[src/rtl/scratch_stack.sv]
// scratch_stack: scratch RAM with a pre-decrement stack pointer, one memory/stack op per clock.
// Overflow/underflow are tracked with an occupancy count and reported as sticky flags.
module scratch_stack #(
    parameter int ADR_W  = 8,
    parameter int DATA_W = 10
) (
    input  logic              clk,
    input  logic              rst_n,
    input  logic [2:0]        op,
    input  logic [7:0]        dx_in,
    input  logic [7:0]        dy_in,
    input  logic [ADR_W-1:0]  imm_adr,
    input  logic              adr_sel,
    input  logic [DATA_W-1:0] pc_in,
    input  logic              clr_err,
    output logic [DATA_W-1:0] dout,
    output logic              dout_valid,
    output logic [ADR_W-1:0]  sp_out,
    output logic              ovf,
    output logic              unf
);
    localparam int DEPTH = 2 ** ADR_W;

    typedef enum logic [2:0] {
        NOP  = 3'd0,
        ST   = 3'd1,
        LD   = 3'd2,
        PUSH = 3'd3,
        POP  = 3'd4,
        CALL = 3'd5,
        RET  = 3'd6,
        WSP  = 3'd7
    } op_t;

    logic [DATA_W-1:0] mem [DEPTH] = '{default: '0};
    logic [ADR_W:0]    cnt;
    logic [ADR_W-1:0]  adr, sp_dec, wa, ra;
    logic [DATA_W-1:0] wd;
    logic              push, pop, we, re, full, empty;

    always_comb begin
        adr    = adr_sel ? imm_adr : ADR_W'(dy_in);
        push   = op == PUSH || op == CALL;
        pop    = op == POP || op == RET;
        sp_dec = sp_out - ADR_W'(1);
        we     = push || op == ST;
        wa     = push ? sp_dec : adr;
        wd     = op == CALL ? pc_in : DATA_W'(dx_in);
        re     = pop || op == LD;
        ra     = pop ? sp_out : adr;
        full   = cnt == (ADR_W + 1)'(DEPTH);
        empty  = cnt == '0;
    end

    // Gated by rst_n so an op in flight when reset asserts never commits.
    always_ff @(posedge clk) begin
        if (rst_n && we) mem[wa] <= wd;
    end

    always_ff @(posedge clk or negedge rst_n) begin
        if (!rst_n) begin
            sp_out     <= '0;
            cnt        <= '0;
            dout       <= '0;
            dout_valid <= 1'b0;
            ovf        <= 1'b0;
            unf        <= 1'b0;
        end else begin
            dout_valid <= re;
            if (re) dout <= mem[ra];
            ovf <= (push && full) || (ovf && !clr_err);
            unf <= (pop && empty) || (unf && !clr_err);
            if (push) begin
                sp_out <= sp_dec;
                if (!full) cnt <= cnt + (ADR_W + 1)'(1);
            end else if (pop) begin
                sp_out <= sp_out + ADR_W'(1);
                if (!empty) cnt <= cnt - (ADR_W + 1)'(1);
            end else if (op == WSP) begin
                sp_out <= ADR_W'(dx_in);
                cnt    <= '0;
            end
        end
    end
endmodule

[config.mk]
export PLATFORM = sky130hd
export DESIGN_NAME = scratch_stack
export DESIGN_NICKNAME = d
export VERILOG_FILES = /design/src/rtl/scratch_stack.sv
export SDC_FILE = /design/constraint.sdc
export NUM_CORES = 2
export LEC_CHECK = 0
export CAP_MARGIN = 20
export CORE_ASPECT_RATIO = 1.75
export CORE_MARGIN = 2
export CORE_UTILIZATION = 31
export CTS_CLUSTER_DIAMETER = 200
export DETAILED_ROUTE_END_ITERATION = 16
export PLACE_DENSITY = 0.49
export SLEW_MARGIN = 5
export SYNTH_ARGS = -nofsm -noshare
export SYNTH_HDL_FRONTEND = slang
export SYNTH_SLANG_ARGS = --single-unit
[constraint.sdc]
create_clock -name clk -period 4.18 [get_ports clk]
set_clock_uncertainty 0.2 [all_clocks]
set_input_delay 0.418 -clock clk [delete_from_list [all_inputs] [get_ports clk]]
set_output_delay 0.418 -clock clk [all_outputs]
set_load 0.005 [all_outputs]
==> results.sh <==
export IMPL_cts_sinks=2590
export IMPL_layout_commonest_cell="edfxtp_1"
export IMPL_wl_um=375400
export IMPL_fp_dieW_um=442.1
export IMPL_finalCoreUtilization_pct=37.93
export IMPL_rsz0062_at_grt="yes"
export IMPL_power_density_nw_per_um2=478.9
export IMPL_fin_crit_sh_pct=99.72
export IMPL_cts_buffers=226
export IMPL_io_buffers=61
export IMPL_startpoint_type="register"
export IMPL_finalMaxSlewViolations=0
export IMPL_finalNonFillerCells=12910
export IMPL_cts_buffer_depth=4
export IMPL_avgSynthCellArea_um2=14.21
export IMPL_drive_above_1_share_pct=20.58
export IMPL_crit_buf_inv=5
export IMPL_clk_pin_slew_ps=70
export IMPL_crit_family="simple AND/OR/NAND/NOR gates"
export IMPL_grt_pass1_vias=67810
export IMPL_cts_tree="built"
export IMPL_grt_max_degree=110
export IMPL_slew_headroom_pct=27.28
export IMPL_tightest_slew_ps=1082
export IMPL_crit_type="register to register"
export IMPL_finalWorstPathRequiredPeriod_ps=4168
export IMPL_most_common_layout_cells="edfxtp_1, nand2_1, buf_4"
export IMPL_area_growth_pct=21.81
export IMPL_nets=8388
export IMPL_cp_required_ps=4770
export IMPL_run_status="finished clean"
export IMPL_grt_ovfl_total=0
export IMPL_ir_drop_mv=0.3611
export IMPL_syn_inst=7327
export IMPL_grtUsageTotal_pct=21.54
export IMPL_dp_slack_ps=-964.1
export IMPL_antenna_found_initial=19
export IMPL_cp_max_fo=26
export IMPL_htreeDepth=4
export IMPL_rows=281
export IMPL_core_um2=334400
export IMPL_synth_flop_cell="edfxtp_1"
export IMPL_slowest_delay_ps=900
export IMPL_yosysWarnings=0
export IMPL_num_vias=68100
export IMPL_reg2reg_slack_ps=10
export IMPL_crit_chain="or3b_1, o21ai_4, buf_12, buf_12, buf_4, and3_1, a311oi_1, nor4_2, buf_4, o22ai_1, nor4_1, buf_4, a211oi_1"
export IMPL_drc_errors=0
export IMPL_dp_hpwl_um=252200
export IMPL_gp_congestion=0.8885
export IMPL_worstPathArrival_ps=4760
export IMPL_die_area_um2=340700
export IMPL_firstDrtPassIters=7
export IMPL_max_freq_ghz=0.2399
export IMPL_setup_viol=0
export IMPL_finalHoldViolCount=0
export IMPL_synthesis_area_um2=104100
export IMPL_wl_per_cell_um=29.08
export IMPL_fin_area_um2=126800
export IMPL_ys_seq_elements=2590
export IMPL_max_cap_violations=0
export IMPL_start_util_pct=31.14
export IMPL_synthArstFlopShare_pct=1.158
export IMPL_place_area_um2=119400
export IMPL_synth_edf_count=2560
export IMPL_cpMostUsedCell="buf_4"
export IMPL_setup_ws_ps=11.85
export IMPL_place_inst=12480
export IMPL_hp_class="primary input to asynchronous set/reset pin"
export IMPL_clkLatencyLatePin_ps=920
export IMPL_grt_pass1_wl_um=525900
export IMPL_antenna_left=0
export IMPL_die_y_um=770.6
export IMPL_leakage_nw=43.64
export IMPL_syn_num_nets=7373
export IMPL_routed_via_density=5.275
export IMPL_cp_end_kind="register"
export IMPL_ios=62
export IMPL_crit_path_top_delay_cell="nor4_2"
export IMPL_drt_initial_drc_count=7000
export IMPL_p_total_mw=60.74
export IMPL_seq_area_frac_synth_pct=74.56
export IMPL_synthDistinctLibCells=77
export IMPL_cts_root_buffer="clkbuf_16"
[what timing repair did]
action                     in CTS  in global routing
pin swaps                       2                  4
buffers inserted                8                  8
setup endpoints to repair       8                  7
hold endpoints to repair       33                  0
hold buffers                    3                  0
gates resized for setup        18                 20
[per-stage QoR]
| stage | hold WS (ps) | setup TNS, ps |
|---|---|---|
| floorplan | -77.59 | 0 |
| global placement | 287.0 | -12150 |
| detailed placement | 296.2 | -8009 |
| CTS | 0.6006 | -9.926 |
| global route | 53.20 | 0 |
| finish | 12.71 | 0 |
[worst min-delay path, stage by stage]
cell and delay, ps:
dlygate4sd3_1 520, buf_2 140, buf_4 540
[power breakdown]
| part | switching [mW] | leakage (nW) | internal (mW) |
|---|---|---|---|
| registers | 0.218 | 23.9 | 28.7 |
| logic | 6.94 | 16.3 | 3.90 |
| clock network | 9.64 | 3.46 | 11.3 |
[cell usage after synthesis, types with 17 or more instances]
cell type | number | area [µm²]
nor3_1 | 38 | 190.2
buf_4 | 67 | 503.0
dfrtp_1 | 30 | 750.7
a22oi_1 | 92 | 690.7
nor4_1 | 39 | 244.0
nand3_1 | 721 | 3608
a31oi_1 | 74 | 462.9
buf_6 | 53 | 596.8
and3_1 | 72 | 450.4
a211oi_1 | 19 | 142.6
nand2_1 | 1832 | 6877
a311oi_1 | 58 | 508.0
o22ai_1 | 28 | 175.2
mux2i_1 | 106 | 1061
nor2_1 | 335 | 1257
edfxtp_1 | 2560 | 76870
mux4_2 | 121 | 2725
nand4_1 | 73 | 456.7
o221ai_1 | 22 | 192.7
a32oi_1 | 87 | 762.0
a21oi_1 | 282 | 1411
a32o_1 | 17 | 170.2
a41oi_1 | 22 | 192.7
o21ai_0 | 34 | 170.2
buf_2 | 259 | 1296
clkbuf_1 | 78 | 292.8
[cell families (layout without fill, tap and decap cells)]
family,Yosys count,in the layout,synth area share [%]
simple gates,3160,3160,12.93
flops,2590,2590,74.56
compound gates,803,803,5.268
buf+inv,504,1692,3.028
mux,255,255,4.068
xor+xnor,10,10,0.08413
fa+ha+maj,5,5,0.06009
other cells,0,8,0
[registers in the layout, indices dropped and copies added, names as in the netlist]
name and flops:
sp_out 8, ovf 1, dout_valid 1, cnt 9
mem 2560, unf 1, dout 10
[worst paths after layout]
path / from / to / cells after the start
max: sp_out[1] / dout[3] / 13
min: rst_n / dout[1] / 3
max reg2reg: sp_out[1] / dout[3] / 13
min reg2reg: cnt[8] / cnt[8] / 1
max in group asynchronous: rst_n / sp_out[0] / 3
min in group clk: dx_in[0] / sp_out[0] / 3
[per-layer routing]
layer	GRT usage [%]	up-vias	wire length [µm]
met4	11.03	2	21560
li1	-	29580	-
met2	38.48	2564	192400
met5	0	-	15
met1	25.44	35290	140300
met3	2.478	662	21170
[area by class of cell]
cell class / instances / area [µm²]
inverters: 11 / 41.29
clock inverters: 131 / 1176
well taps: 4386 / 5488
flip-flops and latches: 2590 / 77630
multi-input cells: 4233 / 23830
repair buffers: 1280 / 12740
clock buffers: 270 / 5893
diodes: 8 / 20.02
fillers: 31630 / 207500
(Power assumes the default switching activity.)
